==> src/rtl/lif_layer_scheduler.sv <==
`default_nettype none
// ============================================================================
// Module   : lif_layer_scheduler
// Purpose  : Shares one leaky-integrate-and-fire datapath across a neuron
//            layer: saturating event accumulation, periodic threshold/decay sweep.
// Revision : 1.0 - initial release
// ============================================================================
module lif_layer_scheduler #(
    parameter int N_NEURONS    = 16,
    parameter int IDX_W        = 4,
    parameter int DATA_W       = 8,
    parameter int DECAY_PERIOD = 64,
    parameter int THRESH_INIT  = 32
) (
    input  logic              clk,
    input  logic              reset,
    input  logic              in_valid,
    output logic              in_ready,
    input  logic [IDX_W-1:0]  in_idx,
    input  logic [DATA_W-1:0] in_weight,
    input  logic              thr_we,
    input  logic [DATA_W-1:0] thr_wdata,
    output logic              spk_valid,
    input  logic              spk_ready,
    output logic [IDX_W-1:0]  spk_idx,
    output logic              busy,
    output logic              overrun,
    output logic [15:0]       step_count
);

    localparam int                CNT_W       = (DECAY_PERIOD > 1) ? $clog2(DECAY_PERIOD) : 1;
    localparam logic [CNT_W-1:0]  c_tick_last = CNT_W'(DECAY_PERIOD - 1);
    localparam logic [IDX_W-1:0]  c_idx_last  = IDX_W'(N_NEURONS - 1);
    localparam logic [DATA_W-1:0] c_sat       = '1;
    localparam logic [DATA_W-1:0] c_thr_init  = DATA_W'(THRESH_INIT);

    typedef enum logic [0:0] {
        S_IDLE  = 1'b0,
        S_SWEEP = 1'b1
    } state_t;

    state_t              r_state;
    state_t              w_state_next;
    logic [CNT_W-1:0]    r_tick_cnt;
    logic                r_sweep_pending;
    logic                r_overrun;
    logic [IDX_W-1:0]    r_ptr;
    logic [DATA_W-1:0]   r_thr;
    logic [DATA_W-1:0]   r_mem [N_NEURONS];
    logic                r_spk_valid;
    logic [IDX_W-1:0]    r_spk_idx;
    logic [15:0]         r_step_count;

    logic                w_tick;
    logic [DATA_W-1:0]   w_cur;
    logic                w_fire;
    logic                w_slot_free;
    logic [DATA_W:0]     w_sum;
    logic [DATA_W-1:0]   w_sum_sat;
    logic                w_accept;
    logic                w_sweep_start;
    logic                w_advance;
    logic                w_load_spk;
    logic                w_sweep_end;

    assign w_tick      = (r_tick_cnt == c_tick_last);
    assign w_cur       = r_mem[r_ptr];
    assign w_fire      = (w_cur >= r_thr);
    assign w_slot_free = !r_spk_valid || spk_ready;
    assign w_sum       = {1'b0, r_mem[in_idx]} + {1'b0, in_weight};
    assign w_sum_sat   = w_sum[DATA_W] ? c_sat : w_sum[DATA_W-1:0];

    always_ff @(posedge clk or negedge reset) begin
        if (!reset) begin
            r_state <= S_IDLE;
        end else begin
            r_state <= w_state_next;
        end
    end

    // A pending sweep blocks new events so the sweep sees a frozen layer.
    always_comb begin
        w_state_next  = r_state;
        in_ready      = 1'b0;
        w_accept      = 1'b0;
        w_sweep_start = 1'b0;
        w_advance     = 1'b0;
        w_load_spk    = 1'b0;
        w_sweep_end   = 1'b0;
        case (r_state)
            S_IDLE: begin
                in_ready = reset && !r_sweep_pending;
                w_accept = in_valid && in_ready;
                if (r_sweep_pending) begin
                    w_state_next  = S_SWEEP;
                    w_sweep_start = 1'b1;
                end
            end
            S_SWEEP: begin
                if (w_fire) begin
                    if (w_slot_free) begin
                        w_load_spk = 1'b1;
                        w_advance  = 1'b1;
                    end
                end else begin
                    w_advance = 1'b1;
                end
                if (w_advance && (r_ptr == c_idx_last)) begin
                    w_sweep_end  = 1'b1;
                    w_state_next = S_IDLE;
                end
            end
            default: w_state_next = S_IDLE;
        endcase
    end

    always_ff @(posedge clk or negedge reset) begin
        if (!reset) begin
            r_tick_cnt      <= '0;
            r_sweep_pending <= 1'b0;
            r_overrun       <= 1'b0;
            r_ptr           <= '0;
            r_thr           <= c_thr_init;
            r_spk_valid     <= 1'b0;
            r_spk_idx       <= '0;
            r_step_count    <= '0;
            for (int i = 0; i < N_NEURONS; i++) begin
                r_mem[i] <= '0;
            end
        end else begin
            if (w_tick) begin
                r_tick_cnt <= '0;
            end else begin
                r_tick_cnt <= r_tick_cnt + 1'b1;
            end

            // A tick landing on the sweep-start edge re-arms the pending flag.
            if (w_tick) begin
                r_sweep_pending <= 1'b1;
            end else if (w_sweep_start) begin
                r_sweep_pending <= 1'b0;
            end

            if (w_tick && (r_sweep_pending || (r_state == S_SWEEP))) begin
                r_overrun <= 1'b1;
            end

            if (thr_we) begin
                r_thr <= thr_wdata;
            end

            if (w_sweep_start) begin
                r_ptr <= '0;
            end else if (w_advance) begin
                r_ptr <= r_ptr + 1'b1;
            end

            if (w_accept) begin
                r_mem[in_idx] <= w_sum_sat;
            end
            if (w_advance) begin
                r_mem[r_ptr] <= w_fire ? '0 : (w_cur >> 1);
            end

            if (w_load_spk) begin
                r_spk_valid <= 1'b1;
                r_spk_idx   <= r_ptr;
            end else if (r_spk_valid && spk_ready) begin
                r_spk_valid <= 1'b0;
            end

            if (w_sweep_end) begin
                r_step_count <= r_step_count + 1'b1;
            end
        end
    end

    assign spk_valid  = r_spk_valid;
    assign spk_idx    = r_spk_idx;
    assign busy       = (r_state == S_SWEEP);
    assign overrun    = r_overrun;
    assign step_count = r_step_count;

endmodule
`default_nettype wire

==> config.mk <==
export PLATFORM = sky130hd
export DESIGN_NAME = lif_layer_scheduler
export DESIGN_NICKNAME = d
export VERILOG_FILES = /design/src/rtl/lif_layer_scheduler.sv
export SDC_FILE = /design/constraint.sdc
export NUM_CORES = 1
export LEC_CHECK = 0
export CORE_AREA = 2 2 134 136
export DETAILED_ROUTE_END_ITERATION = 12
export DIE_AREA = 0 0 136 138
export GPL_ROUTABILITY_DRIVEN = 1
export GPL_TIMING_DRIVEN = 0
export PLACE_DENSITY = 0.81
export SLEW_MARGIN = 0
export SYNTH_ARGS = -nofsm -noshare
export SYNTH_HDL_FRONTEND = slang
export SYNTH_SLANG_ARGS = --single-unit
export TNS_END_PERCENT = 1
==> constraint.sdc <==
create_clock -name clk -period 8.7 [get_ports clk]
set_input_delay 1.74 -clock clk [delete_from_list [all_inputs] [get_ports clk]]
set_output_delay 1.74 -clock clk [all_outputs]
set_load 0.1 [all_outputs]
Word-level counts from Yosys, hierarchy flattened

Index checks and enable logic that the tools add are counted.

Input bits: 25
Register bits: 170
Output and inout port bits: 24

Multiplexer cells: 37
Reductions and logical operators: 14
Eq/ne operators: 2
Bitwise gates (word level): 3
Magnitude comparators: 5
Add/sub/neg operators: 4

Operators with widths:

| operator                                           | number |
|---|---|
| bitwise mux 128 bit                                | 2 |
| 2-to-1 mux 128 bit                                 | 2 |
| binary-select mux 8 bit (select 4 bit)             | 2 |
| demux 8 bit (select 4 bit)                         | 2 |
| 2-to-1 mux 8 bit                                   | 7 |
| 2-to-1 mux 1 bit                                   | 17 |
| adder 16 x 1 -> 16 bit, second input constant      | 1 |
| >= comparator 5 bit, second input constant         | 2 |
| < comparator 5 x 1 -> 1 bit, second input constant | 2 |
| inverter 4 -> 5 bit                                | 2 |
| adder 8 x 8 -> 9 bit                               | 1 |
| >= comparator 8 bit                                | 1 |
| 2-to-1 mux 4 bit                                   | 2 |
| logical AND 1 bit                                  | 7 |
| 2-to-1 mux 7 bit                                   | 1 |
| adder 6 x 1 -> 6 bit, second input constant        | 1 |
| equality test 6 bit, second input constant         | 1 |
| 2-to-1 mux 6 bit                                   | 1 |
| nonzero test 2 bit                                 | 3 |
| adder 4 x 1 -> 4 bit, second input constant        | 1 |
| equality test 4 bit, second input constant         | 1 |
| logical NOT 1 bit                                  | 2 |
| logical OR 1 bit                                   | 2 |
| case mux 1 bit (2 select lines)                    | 1 |
| inverter 1 bit                                     | 1 |

Logic depth before layout (Yosys ltp)

Depth in word-level cells: 10
Mapped depth: 17

Worst setup path after synthesis

Ideal clock, no wire load.

Path type: input to register
From: in in_idx[0]
To: reg r_mem[107] (netlist name)
Setup time: 135 ps
Buffers on the path: 3
Data required time: 8565 ps
Arrival time: 5252 ps
Stages: 13
Setup slack: 3313 ps
Cell sequence: buf_2 -> buf_2 -> mux4_2 -> mux4_2 -> ha_1 -> fa_1 -> a21oi_1 -> o2111ai_2 -> a221oi_2 -> buf_2 -> nor2_1 -> a21oi_1 -> mux2i_1

Longest elaborated chain between the ends: 10
Elaborated cells between the ends (all ways): 15
Classes of those cells: add/sub (1); order compare (2); mux (10); bitwise (1); reduce/logical (1)

Ends and longest elaborated chain:

| what                                                | line    | RTL |
|---|---|---|
| start: declaration                                  | 19      | `input logic [IDX_W-1:0] in_idx,` |
| inverter 4 -> 5 bit (not written as such) (*)       | 70, 159 |  |
| binary-select mux 8 bit (select 4 bit)              | 70      | `assign w_sum = {1'b0, r_mem[in_idx]} + {1'b0, in_weight};` |
| 2-to-1 mux 8 bit (not written as such) (2 in a row) | 70      |  |
| adder 8 x 8 -> 9 bit                                | 70      |  |
| 2-to-1 mux 8 bit                                    | 71      | `assign w_sum_sat = w_sum[DATA_W] ? c_sat : w_sum[DATA_W-1:0];` |
| bitwise mux 128 bit (*)                             | 159     | `r_mem[in_idx] <= w_sum_sat;` |
| 2-to-1 mux 128 bit (*)                              | 158     | `if (w_accept) begin` |
| bitwise mux 128 bit                                 | 162     | `r_mem[r_ptr] <= w_fire ? '0 : (w_cur >> 1);` |
| 2-to-1 mux 128 bit (*)                              | 161     | `if (w_advance) begin` |
| end signal: indexed assignment                      | 159     |  |
| end signal: indexed assignment                      | 162     |  |
| end: declaration                                    | 49      | `logic [DATA_W-1:0] r_mem [N_NEURONS];` |

Every way passes the cells marked *; elsewhere a longest branch is shown, timed or not. The select of a mux whose other input is x is not followed.
A chain may end at the register's enable or synchronous reset.

Worst setup path after layout

From: in in_idx[1]
To: reg r_mem[4] (netlist name)

Same word-level chain as after synthesis.

==> flow_summary.json <==
{
  "num_rows": 49,
  "holdBufCountCts": 0,
  "synth_seq_area_share_pct": 39.8,
  "insertion_delay_ns": 0.44,
  "fp.dieW_um": 136,
  "drcViolationCount": 0,
  "track_usage_pct": 37.5,
  "synth-edff-count": 0,
  "h-tree-depth": 4,
  "outcome": "finished clean",
  "ys_ff_latch": 170,
  "startpoint_type": "input pin",
  "async_flop_share_pct": 100,
  "crit_path_end_kind": "flip-flop",
  "max_slew.worst_pin.slew_ns": 1.15,
  "hold_path.class": "reg -> reg",
  "max_freq_mhz": 147,
  "power_mw": 3.18,
  "final_util_pct": 69.1,
  "leakage_nw": 4.49,
  "finalHoldViolCount": 0,
  "power_density_nw_per_um2": 262,
  "antenna_left": 0,
  "grt_overflow_total": 0,
  "post-synth-top-area-fraction_pct": 39.6,
  "io_pins": 49,
  "cts_tree": "yes",
  "synthCells": 1024,
  "core_um2": 17500,
  "yosysTopAreaCell": "dfrtp_1",
  "synthTopCellsByArea": "dfrtp_1 (40%), mux4_2 (15%), mux2i_1 (7.5%)",
  "initial_utilization_pct": 60.9,
  "muxShareOfSynthArea_pct": 23.6,
  "final_cells": 1333,
  "setup_viol": 0,
  "synth_compound_area_share_pct": 14.0,
  "layout-drive-gt1-share_pct": 15.9,
  "slew_headroom_pct": 23.4,
  "synth_most_common_cell": "dfrtp_1",
  "wl_per_cell_um": 25.6,
  "routabilityCongestion": 1.04,
  "yosys.area_share.simple_pct": 14.5,
  "avgViaCountPerCell": 7.11,
  "cts.repair.resized": 0,
  "grt_max_degree": 110,
  "clock-sinks": 170,
  "dp_cells": 1301,
  "clk_pin_slew_worst_paths_ns": 0.07,
  "portBuffers": 47,
  "dp_hpwl_um": 24200,
  "worstPathArrival_ns": 7.12,
  "num-fill-cells": 1288,
  "synthTopCellsByCount": "dfrtp_1 (169), nand2_1 (114), nor2_1 (95), mux2i_1 (80), o21ai_0 (76)",
  "fin_skew_ns": 0.0126,
  "synth_ff_type": "dfrtp_1",
  "wl_um": 34200,
  "first_pass_iters": 9,
  "vias": 9477,
  "syn_avg_cell_area_um2": 10.4,
  "grt_pass1_wl_um": 53000,
  "synth_top_family_by_area": "multiplexers",
  "yosysWarningCount": 0,
  "grt_pass1_vias": 9507,
  "placed_area_um2": 11500,
  "synthDistinctLibCells": 57,
  "required_ns": 9.00,
  "antenna_cells": 0,
  "drt_iter0_drc": 1477,
  "antenna_found_initial": 2,
  "maxSlewViolCount": 0,
  "clockBufferDepth": 2,
  "synth_adder_area_share_pct": 2.77,
  "syn_to_final_growth_pct": 13.4,
  "maxCapViolCount": 0,
  "cts_buffers": 17,
  "die-area_um2": 18800,
  "rsz0062_at_grt": "no",
  "synth_xor_area_share_pct": 1.80,
  "critPathKind": "in -> reg",
  "worst_ir_drop_vdd_mv": 0.181,
  "final_area_um2": 12100,
  "syn-cell-area_um2": 10700,
  "ctsRootBufferMaster": "clkbuf_16",
  "fin_crit_ns": 6.82,
  "chipHeight_um": 138,
  "min_period_over_period_pct": 78.4,
  "syn_nets": 1072,
  "path_max_fanout": 10,
  "post_cts_buffers": 0,
  "finalNetCount": 1139
}
-- power by group --
group,switching (mW),internal (mW)
logic,0.681,0.478
registers,0.173,1.00
clock network,0.347,0.499
total,1.20,1.98
-- placed cells by master, fill, tap and decap left out, drive strengths merged, types with 19 or more instances in the layout --
cell           Yosys  routed
a21oi             58      58
buf               43      45
clkbuf            22      41
clkdlybuf4s50      0      46
dfrtp            169     169
ha                22      22
inv               17      19
mux2i             80      80
mux4              73      73
nand2            114     114
nand3             34      34
nor2             100     100
nor3              31      31
o21ai             86      86
o22ai             64      64
-- cell type report --
class	count	area, um2	share of cell area (%)
Buffer	65	314	2.59
Clock buffer	19	453	3.74
Clock inverter	13	190	1.57
Inverter	17	63.8	0.527
Multi-Input combinational cell	772	6050	49.9
Sequential cell	170	4260	35.1
Tap cell	229	287	2.37
Timing Repair Buffer	48	503	4.15
-- stage by stage --
stage	hold WS [ns]	setup slack, ns	TNS [ns]
6_report	0.478	1.88	0
5_1_grt	0.487	1.81	0
4_1_cts	0.476	2.08	0
3_5_place_dp	0.461	1.63	0
3_3_place_gp	0.450	-2.71	-418.09
2_1_floorplan	0.445	3.31	0
-- per-layer routing --
layer	part of all wire (%)	track usage [%]
met1	38	50.2
met2	45	54.7
met3	12	11.1
met4	5.5	21.0
met5	0.079	0
-- sequential cells by signal, summed over array words and instances (netlist names) --
signal and flops:
overrun 1, r_tick_cnt 6, r_sweep_pending 1, step_count 16, r_thr 8, spk_valid 1, spk_idx 4, r_mem 128
busy 1, r_ptr 4
-- final timing paths --
path                                       from  slack, ns  cells after the start                        end
max                                   in_idx[1]       1.88                     14         r_mem[4]$_DFF_PN0_
min                         overrun$_DFFE_PN0P_       0.48                      2        overrun$_DFFE_PN0P_
max reg2reg                r_ptr[1]$_DFFE_PN0P_       3.53                     15  step_count[4]$_DFFE_PN0P_
min reg2reg                 overrun$_DFFE_PN0P_       0.48                      2        overrun$_DFFE_PN0P_
max in group asynchronous                 reset       6.50                      2        r_mem[57]$_DFF_PN0_
min in group asynchronous                 reset       1.24                      1        r_mem[71]$_DFF_PN0_
-- critical path: stages --
cell,delay (ns)
clkdlybuf4s50_1,0.53
clkbuf_1,0.34
buf_1,0.73
mux4_2,0.47
mux4_2,0.53
ha_1,0.24
fa_1,0.44
a21oi_1,0.29
o2111ai_2,0.31
a221oi_2,0.75
buf_2,0.41
nand2_1,0.10
o211ai_1,0.13
o21ai_0,0.11
-- cells by family (layout without fill, tap and decap cells) --
logic type | Yosys count | after routing
flops | 170 | 170
buf+inv | 82 | 162
compound gates | 244 | 244
fa+ha+maj | 23 | 23
simple gates | 323 | 323
xor+xnor | 22 | 22
mux | 160 | 160
Note: power is estimated with default switching activity, not from simulation.
